--- src/rtl/cpu_io_bridge.sv ---
// CPU memory-bus bridge: decodes RAM vs. memory-mapped I/O and returns read data one cycle late.
// It also owns the UART TX FIFO, the free-running cycle counter and the sticky program-stop flag.
module cpu_io_bridge #(
    parameter int TX_DEPTH    = 16,
    parameter int FULL_MARGIN = 4,
    parameter int RAM_AW      = 17
) (
    input  logic              clk_in,
    input  logic              rst_in,
    input  logic              rdy_in,
    input  logic [7:0]        cpu_dout,
    input  logic [31:0]       cpu_a,
    input  logic              cpu_wr,
    output logic [7:0]        cpu_din,
    output logic              io_buffer_full,
    output logic [RAM_AW-1:0] ram_a,
    output logic              ram_we,
    output logic [7:0]        ram_dout,
    input  logic [7:0]        ram_din,
    output logic [7:0]        tx_data,
    output logic              tx_valid,
    input  logic              tx_ready,
    input  logic [7:0]        rx_data,
    input  logic              rx_valid,
    output logic              rx_pop,
    output logic              program_finish,
    output logic              tx_overflow
);

    localparam int PW = $clog2(TX_DEPTH);
    localparam int CW = PW + 1;

    logic          io_sel, hit_uart, hit_stop, hit_cnt;
    logic          rd_acc, wr_acc;
    logic          push_req, push, pop, full, drop;
    logic [7:0]    push_data, io_rd_byte;
    logic [CW-1:0] count, count_next;
    logic [PW-1:0] wr_ptr, rd_ptr;
    logic [7:0]    fifo_mem [TX_DEPTH];
    logic [31:0]   cyc_cnt, snap;
    logic          rd_pend, rd_is_ram;
    logic [7:0]    io_byte, din_hold;

    assign io_sel   = (cpu_a[17:16] == 2'b11);
    assign hit_uart = io_sel & (cpu_a[15:0] == 16'h0000);
    assign hit_stop = io_sel & (cpu_a[15:0] == 16'h0004);
    assign hit_cnt  = io_sel & (cpu_a[15:2] == 14'h0001);
    assign rd_acc   = rdy_in & ~cpu_wr;
    assign wr_acc   = rdy_in & cpu_wr;

    assign ram_a    = cpu_a[RAM_AW-1:0];
    assign ram_dout = cpu_dout;
    assign ram_we   = rdy_in & cpu_wr & ~io_sel;
    assign rx_pop   = rd_acc & hit_uart & rx_valid;

    // TX handshake: a byte moves to the UART on every cycle where tx_valid and
    // tx_ready are both high; tx_data is stable while tx_valid is high and not taken.
    assign tx_valid  = (count != '0);
    assign tx_data   = tx_valid ? fifo_mem[rd_ptr] : 8'h00;
    assign pop       = tx_valid & tx_ready;
    assign full      = (count == CW'(TX_DEPTH));
    assign push_req  = wr_acc & ((hit_uart & (cpu_dout != 8'h00)) | hit_stop);
    assign push_data = hit_stop ? 8'h00 : cpu_dout;
    // A pop in the same cycle frees the head slot, so a full FIFO can still accept.
    assign push       = push_req & (~full | pop);
    assign drop       = push_req & full & ~pop;
    assign count_next = count + CW'(push) - CW'(pop);

    always_comb begin
        io_rd_byte = 8'h00;
        if (hit_uart) begin
            io_rd_byte = rx_valid ? rx_data : 8'h00;
        end else if (hit_cnt) begin
            case (cpu_a[1:0])
                2'd0:    io_rd_byte = cyc_cnt[7:0];
                2'd1:    io_rd_byte = snap[15:8];
                2'd2:    io_rd_byte = snap[23:16];
                default: io_rd_byte = snap[31:24];
            endcase
        end
    end

    // Outside the cycle right after a read, cpu_din replays the last value shown.
    assign cpu_din = rd_pend ? (rd_is_ram ? ram_din : io_byte) : din_hold;

    always_ff @(posedge clk_in or posedge rst_in) begin
        if (rst_in) begin
            count          <= '0;
            wr_ptr         <= '0;
            rd_ptr         <= '0;
            io_buffer_full <= 1'b0;
            tx_overflow    <= 1'b0;
            program_finish <= 1'b0;
            cyc_cnt        <= 32'd0;
            snap           <= 32'd0;
            rd_pend        <= 1'b0;
            rd_is_ram      <= 1'b1;
            io_byte        <= 8'h00;
            din_hold       <= 8'h00;
        end else begin
            count          <= count_next;
            io_buffer_full <= (count_next >= CW'(TX_DEPTH - FULL_MARGIN));
            din_hold       <= cpu_din;
            rd_pend        <= rd_acc;
            if (push) wr_ptr <= wr_ptr + 1'b1;
            if (pop)  rd_ptr <= rd_ptr + 1'b1;
            if (drop) tx_overflow <= 1'b1;
            if (wr_acc & hit_stop) program_finish <= 1'b1;
            if (rdy_in) cyc_cnt <= cyc_cnt + 32'd1;
            if (rd_acc) begin
                rd_is_ram <= ~io_sel;
                io_byte   <= io_rd_byte;
                if (hit_cnt & (cpu_a[1:0] == 2'd0)) snap <= cyc_cnt;
            end
        end
    end

    always_ff @(posedge clk_in) begin
        if (push) fifo_mem[wr_ptr] <= push_data;
    end

endmodule

--- config.mk ---
export PLATFORM = sky130hd
export DESIGN_NAME = cpu_io_bridge
export DESIGN_NICKNAME = d
export VERILOG_FILES = /design/src/rtl/cpu_io_bridge.sv
export SDC_FILE = /design/constraint.sdc
export NUM_CORES = 1
export LEC_CHECK = 0
export ABC_CLOCK_PERIOD_IN_PS = 5550
export CAP_MARGIN = 30
export CORE_ASPECT_RATIO = 1.2
export CORE_MARGIN = 5
export CORE_UTILIZATION = 58
export DETAILED_ROUTE_END_ITERATION = 12
export PLACE_DENSITY = 0.93
export SETUP_SLACK_MARGIN = 0.02
export SLEW_MARGIN = 20
export SYNTH_ARGS = -nofsm -noshare
export SYNTH_HDL_FRONTEND = slang
export SYNTH_SLANG_ARGS = --single-unit
--- constraint.sdc ---
create_clock -name clk_in -period 5.55 [get_ports clk_in]
set_clock_uncertainty 0.1 [all_clocks]
set_input_delay 1.11 -clock clk_in [delete_from_list [all_inputs] [get_ports clk_in]]
set_output_delay 1.11 -clock clk_in [all_outputs]
set_load 0.05 [all_outputs]
## Word-level counts from Yosys, hierarchy flattened

Memories as Yosys holds them, arrays and structs flattened.
Index checks and enable logic that the tools add are counted.

- Output and inout port bits: 47
- Memory bits (writable): 128
- Memories kept: 1
- Logic and storage cells: 62
- Register bits after elaboration: 98
- Bits of input ports: 62

Memory list:

| name | depth | bits a word | rd ports | clocked after memory_dff | write ports | RTL line | text |
|---|---|---|---|---|---|---|---|
| fifo_mem | 16 | 8 | 1 | 0 | 1 | 39 | `logic [7:0] fifo_mem [TX_DEPTH];` |

- Reduce and logical (&&, ||, !) cells: 5
- Add/subtract/negate cells: 5
- $lt $le $gt $ge: 1
- Multiplexer cells: 10
- Bitwise operators: 22
- Equal/unequal tests: 6

Operators by type and width:

| cell | count |
|---|---|
| 2-to-1 mux 8 bit | 7 |
| adder 32 x 1 -> 32 bit, second input constant | 1 |
| case mux 8 bit (3 select lines) | 1 |
| AND 1 bit | 16 |
| equality test 16 x 3 -> 1 bit, second input constant | 1 |
| logical NOT 16 bit | 1 |
| equality test 14 x 1 -> 1 bit, second input constant | 1 |
| adder 4 x 1 -> 4 bit, second input constant | 2 |
| nonzero test 8 bit | 1 |
| adder 5 x 1 -> 5 bit | 1 |
| equality test 5 bit, second input constant | 1 |
| greater-or-equal comparator 5 x 4 -> 1 bit, second input constant | 1 |
| nonzero test 5 bit | 1 |
| subtractor 5 x 1 -> 5 bit | 1 |
| equality test 2 bit, second input constant | 2 |
| inverter 1 bit | 4 |
| equality test 2 x 1 -> 1 bit, second input constant | 1 |
| logical NOT 2 bit | 1 |
| 2-to-1 mux 1 bit | 2 |
| bitwise OR 1 bit | 2 |
| AND reduction 2 bit | 1 |

## Longest topological paths before layout

Gate-level depths: netlist of run 1.

- Word-level depth: 9
- Depth in mapped cells: 14
- Gate-level depth less buffers: 13

## Worst setup path after synthesis of run 1

Ideal clock, no wire load.

- Kind: input port to output port
- Start: input cpu_a[5]
- End: output rx_pop
- Stages: 2
- Arrival time: 2.982 ns
- Setup slack: 1.358 ns
- Required time: 4.340 ns
- Path buffers: 0
- Path through: or4_4 nor4_2

- Longest elaborated chain between the ends: 4

RTL lines:

| item | RTL line | text |
|---|---|---|
| from (decl) | 12 | `input logic [31:0] cpu_a,` |
| logical NOT 16 bit | 45 | `assign hit_uart = io_sel & (cpu_a[15:0] == 16'h0000);` |
| AND 1 bit | 45 |  |
| AND 1 bit (2 in a row) | 54 | `assign rx_pop = rd_acc & hit_uart & rx_valid;` |
| to (decl) | 25 | `output logic rx_pop,` |

Every way passes these cells.

## Worst setup path in the final report of run 1

- Start: input cpu_a[1]
- End: output rx_pop

Same word-level chain as after synthesis.

==> impl_metrics.py, run 1 <==
metrics = {
    "clocking": {
        "cts_root_buf": "clkbuf_16",
        "clkLatencyLatePin_ns": 0.50,
        "cts_resized": 0,
        "htreeDepth": 1,
        "post-cts-setup-buffer-count": 0,
        "cts_tree": "yes",
        "clk_pin_slew_worst_paths_ns": 0.06,
        "cts_buffers": 21,
        "cts_buffer_depth": 3,
        "cts_hold_buf": 0,
        "cts.sinks": 218,
    },
    "sta": {
        "tightest_slew_ns": 1.02,
        "setup_violations": 0,
        "period_share_pct": 79.5,
        "slew_headroom_pct": 32.1,
        "finalSetupTns_ns": 0,
        "hold_viol_final": 0,
        "rsz0062_at_grt": "false",
        "drv_slew": 0,
        "fmax_mhz": 227,
        "finalCriticalPeriod_ns": 4.41,
    },
    "yosys": {
        "synth.top_cell.area_share_pct": 39.8,
        "synth_edf_count": 128,
        "synthTopCellsByArea": "edfxtp_1 (40%), dfrtp_1 (23%), mux4_2 (9.3%)",
        "synth_compound_area_share_pct": 3.08,
        "avgSynthCellArea_sq_um": 15.5,
        "ys.flop_type": "edfxtp_1",
        "synth_xor_area_share_pct": 3.63,
        "synth_area_leader_cell": "edfxtp_1",
        "synthSimpleGateAreaFrac_pct": 8.80,
        "syn-num-nets": 698,
        "synth_fa_ha_area_share_pct": 1.76,
        "synthArstFlopShare_pct": 41.3,
        "seq_area_frac_synth_pct": 63.1,
        "synthMuxAreaShare_pct": 15.0,
        "synth-seq-cells": 218,
        "syn_inst": 623,
        "ys_types": 52,
        "ys_warn_count": 0,
        "netlist_area_sq_um": 9660,
        "synth_top_family_by_area": "multiplexers",
    },
    "drt": {
        "viasPerCell": 6.06,
        "routedWlPerCell_microns": 23.6,
        "drtIter0Drc": 504,
        "detail_route.first_pass.iterations": 5,
        "num_vias": 5634,
        "post-route-drc-count": 0,
        "ant_nets": 0,
        "drt_wl_total_mm": 21.9,
    },
    "final_layout": {
        "fill_cells": 1026,
        "layout-drive-gt1-share_pct": 19.4,
        "most-common-layout-cells": "edfxtp_1 (128), clkdlybuf4s50_1 (93), dfrtp_1 (88), mux4_2 (40), inv_1 (31)",
        "final_area_sq_um": 11400,
        "final_nets": 776,
        "area_delta_synth_final_pct": 17.5,
        "final_common_cell": "edfxtp_1",
    },
    "global_route": {
        "grt_pass1_vias": 6132,
        "grt-ovfl-total": 0,
        "grt.total_usage_pct": 23.3,
        "antenna_found_initial": 1,
        "grt_pass1_wl_mm": 34.2,
        "grt_max_degree": 49,
    },
    "floorplan": {
        "core_area_sq_um": 16300,
        "die_y_microns": 151,
        "start_util_pct": 59.2,
        "die_x_microns": 128,
        "dieArea_sq_um": 19400,
        "num_rows": 51,
        "io_pins": 109,
    },
    "placed_design": {
        "port_buffers": 94,
        "gp_congestion": 0.871,
        "dp_hpwl_mm": 14.5,
        "post_dp_cell_area_sq_um": 10600,
    },
    "power_and_ir_drop": {
        "power_density_nw_per_um2": 415,
        "p_leak_nw": 4.56,
        "ir_drop_mv": 0.227,
    },
    "setup_path": {
        "cp-start-kind": "primary input",
        "cp_data_required_time_ns": 4.34,
        "crit_type": "primary input to output port",
        "cp_max_fo": 10,
        "worst-endpoint-arrival_ns": 3.20,
        "endpoint_kind": "output port",
    },
    "worst_hold_path": {
        "min_path_type": "flop to flop",
    },
    "outcome": {
        "status": "finished clean",
    },
    "job": {
        "max_cap_viol_count": 0,
    },
}
[logic make-up (layout without fill, tap and decap cells)]
group / count (synthesis) / count (layout)
flops: 218 / 218
simple gates: 133 / 133
mux: 91 / 91
buf+inv: 85 / 178
compound gates: 43 / 43
xor+xnor: 40 / 40
fa+ha+maj: 13 / 13
other cells: 0 / 1
[metal layers]
layer  up-vias  track usage [%]  routed length [microns]
met3        57             3.88                     1330
met1      2883             29.0                     8160
met4         0             7.70                      765
met5         -                0                        0
met2       240             41.6                    11700
li1       2454                -                        -
[cell usage after synthesis (2+ instances only)]
cell type and instances:
a21o_1 9, a31o_2 2, inv_1 32, nor4_2 7, o31ai_1 8, buf_2 8
nor4_4 3, nand3_1 11, mux4_2 40, buf_6 3, buf_1 3, xnor2_1 18
edfxtp_1 128, a21oi_1 11, o22ai_1 8, nand2b_1 3, buf_4 27, nand4_1 6
nor2_1 22, and2_1 6, clkbuf_1 11, nor3_1 13, mux2_2 27, xor2_1 22
and4_1 2, ha_1 12, and3_1 15, mux2i_1 24, nand2_1 22, dfrtp_1 89
nor2b_1 10
[metrics by stage]
step | util [%] | hold slack [ns] | instances | setup WS [ns] | total power (W)
after CTS | 69.0 | 0.366 | 922 | 0.885 | 0.00471
final | 69.5 | 0.368 | 929 | 1.14 | 0.00471
after floorplan | - | 0.336 | 623 | 1.36 | 0.00292
after global routing | 69.5 | 0.373 | 929 | 0.973 | 0.00492
after global placement | 64.9 | 0.353 | 884 | 1.15 | 0.00324
after detailed placement | 64.9 | 0.359 | 884 | 1.06 | 0.00330
[sequential cells by signal (all words and copies together) (netlist names)]
signal,flops
fifo_mem,128
cyc_cnt,32
snap,24
din_hold,8
io_byte,8
count,5
rd_ptr,4
wr_ptr,4
io_buffer_full,1
program_finish,1
rd_is_ram,1
rd_pend,1
tx_overflow,1
[critical path, stage by stage]
cell	delay, ns
clkdlybuf4s50_1	0.70
nor2_1	0.36
nand2_1	0.25
nor4_2	0.32
buf_4	0.23
buf_4	0.22
[final cells by class]
type	instances	area [sq um]	area share [%]
antenna	1	2.50	0.0220
timing repair buffer	107	1060	9.30
clock inverter	4	51.3	0.452
multi-input combinational	320	3130	27.6
tap	212	265	2.34
clock buffer	34	627	5.52
inverter	33	125	1.10
sequential	218	6100	53.7
[power by group]
group | internal [W] | switching [W] | total, W
registers | 0.00180 | 0.000110 | 0.00191
clock network | 0.000824 | 0.000581 | 0.00140
logic | 0.000614 | 0.000788 | 0.00140
total | 0.00323 | 0.00148 | 0.00471
[path summary, 6_finish.rpt]
check	start	endpoint	slack (ns)	cells after the start
hold reg to reg	cyc_cnt[31]	cyc_cnt[31]	0.37	1
setup / recovery	cpu_a[1]	rx_pop	1.14	6
min in group asynchronous	rst_in	program_finish	0.96	2
hold / removal	cyc_cnt[31]	cyc_cnt[31]	0.37	1
setup reg to reg	count[3]	io_buffer_full	2.10	13
max in group asynchronous	rst_in	cyc_cnt[28]	3.31	3
(Power assumes the default switching activity.)
==> run 2: changes to the inputs <==
--- a/config.mk
+++ b/config.mk
@@ -5,13 +5,13 @@
 export SDC_FILE = /design/constraint.sdc
 export NUM_CORES = 1
 export LEC_CHECK = 0
-export ABC_CLOCK_PERIOD_IN_PS = 5550
+export ABC_CLOCK_PERIOD_IN_PS = 3700
 export CAP_MARGIN = 30
 export CORE_ASPECT_RATIO = 1.2
 export CORE_MARGIN = 5
-export CORE_UTILIZATION = 58
+export CORE_UTILIZATION = 51
 export DETAILED_ROUTE_END_ITERATION = 12
-export PLACE_DENSITY = 0.93
+export PLACE_DENSITY = 0.87
 export SETUP_SLACK_MARGIN = 0.02
 export SLEW_MARGIN = 20
 export SYNTH_ARGS = -nofsm -noshare
==> constraint.sdc (replaced) <==
create_clock -name clk_in -period 3.7 [get_ports clk_in]
set_clock_uncertainty 0.1 [all_clocks]
set_input_delay 0.74 -clock clk_in [delete_from_list [all_inputs] [get_ports clk_in]]
set_output_delay 0.74 -clock clk_in [all_outputs]
set_load 0.05 [all_outputs]
==> impl_metrics.py, run 2 (synthesis results as in run 1) <==
metrics = {
    "setup_path": {
        "worst-endpoint-arrival_ns": 2.68,
        "cp_slowest_cell": "or4b_2",
        "cp_top_family": "simple AND/OR/NAND/NOR gates",
        "crit_type": "flop to output port",
        "endpoint_kind": "output port",
        "cp_slowest_stage_delay_ns": 0.70,
        "crit_chain": "inv_1 -> ha_1 -> or4b_2 -> nand2_2 -> o22ai_1 -> dlygate4sd2_1",
        "cp-start-kind": "flop",
        "cp_num_buf_inv": 2,
        "cp_data_required_time_ns": 2.86,
        "cp_max_fo": 8,
    },
    "floorplan": {
        "io_pins": 109,
        "start_util_pct": 51.4,
        "dieArea_sq_um": 21800,
        "num_rows": 55,
        "die_x_microns": 136,
        "die_y_microns": 161,
        "core_area_sq_um": 18800,
    },
    "placed_design": {
        "gp_congestion": 0.854,
        "port_buffers": 94,
        "dp_hpwl_mm": 14.9,
    },
    "sta": {
        "finalCriticalPeriod_ns": 3.52,
        "drv_slew": 0,
        "slew_headroom_pct": 29.9,
        "fmax_mhz": 284,
        "period_share_pct": 95.2,
        "tightest_slew_ns": 1.05,
        "setup_violations": 0,
        "finalSetupTns_ns": 0,
        "hold_viol_final": 0,
        "rsz0062_at_grt": "false",
    },
    "power_and_ir_drop": {
        "clkPwrFrac_pct": 30.2,
        "ir_drop_mv": 0.540,
        "p_leak_nw": 4.62,
        "p_switching_w": 0.00219,
        "power.internal_w": 0.00482,
        "p_sw_share_pct": 31.2,
        "power.total_w": 0.00701,
        "p_seq_share_pct": 40.4,
        "power_density_nw_per_um2": 611,
        "power_frac_comb_pct": 29.4,
    },
    "drt": {
        "drt_wl_total_mm": 21.5,
        "num_vias": 5604,
        "post-route-drc-count": 0,
        "viasPerCell": 5.74,
        "drtIter0Drc": 452,
        "detail_route.first_pass.iterations": 5,
        "ant_nets": 0,
        "routedWlPerCell_microns": 22.0,
    },
    "final_layout": {
        "final_common_cell": "edfxtp_1",
        "final_nets": 782,
        "fin_util_pct": 61.1,
        "register_area_sq_um": 6100,
        "largestRegisters": "fifo_mem (128), cyc_cnt (32), snap (24)",
        "layout-drive-gt1-share_pct": 20.8,
        "area_delta_synth_final_pct": 18.7,
        "largest_register_ffs": 128,
        "multiInputGateArea_sq_um": 3120,
        "antenna_cells": 0,
        "regMostFlops": "fifo_mem",
        "most-common-layout-cells": "edfxtp_1 (128), dfrtp_1 (88), clkdlybuf4s50_1 (83), mux4_2 (40), inv_1 (31)",
        "fill_cells": 1300,
    },
    "outcome": {
        "status": "finished clean",
    },
    "clocking": {
        "clk_pin_slew_worst_paths_ns": 0.06,
        "cts.sinks": 218,
        "cts_buffers": 21,
        "cts_buffer_depth": 3,
        "cts_tree": "yes",
        "htreeDepth": 1,
        "clkLatencyLatePin_ns": 0.48,
        "post-cts-setup-buffer-count": 0,
        "cts_root_buf": "clkbuf_16",
    },
    "job": {
        "max_cap_viol_count": 0,
    },
    "global_route": {
        "antenna_found_initial": 0,
        "grt.total_usage_pct": 20.0,
        "grt_pass1_vias": 5999,
        "grt-ovfl-total": 0,
        "grt_max_degree": 75,
        "grt_pass1_wl_mm": 33.7,
    },
    "worst_hold_path": {
        "min_path_type": "flop to flop",
    },
}
-- run 2: cell types whose count changed in the layout (fill, tap and decap cells not counted), sizes merged --
cell           before  now
buf                14   22
dlygate4sd2         0    8
clkdlybuf4s50      93   83
clkbuf             34   33
inv                33   32
clkinvlp            1    0
diode               1    0
clkinv              2    4
-- run 2: stage by stage --
step	hold slack, ns	instances	setup slack [ns]	cell area, sq um
3_5_place_dp	0.367	936	0.0851	10800
3_3_place_gp	0.348	936	0.138	10800
6_report	0.373	977	0.179	11500
2_1_floorplan	0.336	623	0.248	9660
4_1_cts	0.380	973	0.0800	11400
5_1_grt	0.390	977	0.0827	11500
-- run 2: worst reg2reg max path, cell delays in order (launching register included) --
cell       delay, ns
dfrtp_1         0.38
inv_1           0.09
ha_1            0.18
or4b_2          0.70
and2_1          0.28
ha_1            0.31
inv_1           0.06
ha_1            0.16
inv_1           0.06
fa_1            0.39
nand2b_1        0.16
a21oi_1         0.20
o21a_1          0.17
o2bb2ai_1       0.07
-- run 2: final timing paths --
check / startpoint / end / slack [ns] / cells past startpoint
min in group asynchronous: rst_in / wr_ptr[3] / 0.44 / 2
max in group asynchronous: rst_in / rd_is_ram / 2.37 / 3
worst max register to register: count[3] / io_buffer_full / 0.26 / 13
worst min-delay path: rd_ptr[3] / rd_ptr[3] / 0.37 / 1
worst min register to register: rd_ptr[3] / rd_ptr[3] / 0.37 / 1
worst max-delay path: count[3] / tx_data[1] / 0.18 / 6
-- run 2: final cells by class --
type,count,area share [%]
Clock inverter,4,0.393
Multi-Input combinational cell,320,27.2
Sequential cell,218,53.2
Tap cell,256,2.79
Timing Repair Buffer,113,9.73
Inverter,33,1.09
Clock buffer,33,5.61
-- run 2: layer usage --
| metal | track usage, % | vias to the layer above | routed length [microns] |
|---|---|---|---|
| met3 | 4.01 | 41 | 1570 |
| li1 | - | 2455 | - |
| met4 | 5.77 | 0 | 636 |
| met1 | 25.0 | 2852 | 7990 |
| met5 | 0 | - | 0 |
| met2 | 35.2 | 256 | 11300 |
-- run 2: what timing repair did --
item / in CTS / in global routing
setup endpoints to repair: 8 / 5
endpoints found under the hold margin: 0 / 0
hold buffers: 0 / 0
gates resized for setup: 8 / 2
-- run 2: power by group through the flow --
stage          combinational [W]  clock [W]  sequential, W
2_1_floorplan            0.00154          0        0.00284
3_3_place_gp             0.00204          0        0.00287
3_5_place_dp             0.00212          0        0.00288
4_1_cts                  0.00207    0.00215        0.00283
5_1_grt                  0.00219    0.00226        0.00285
6_report                 0.00206    0.00212        0.00283
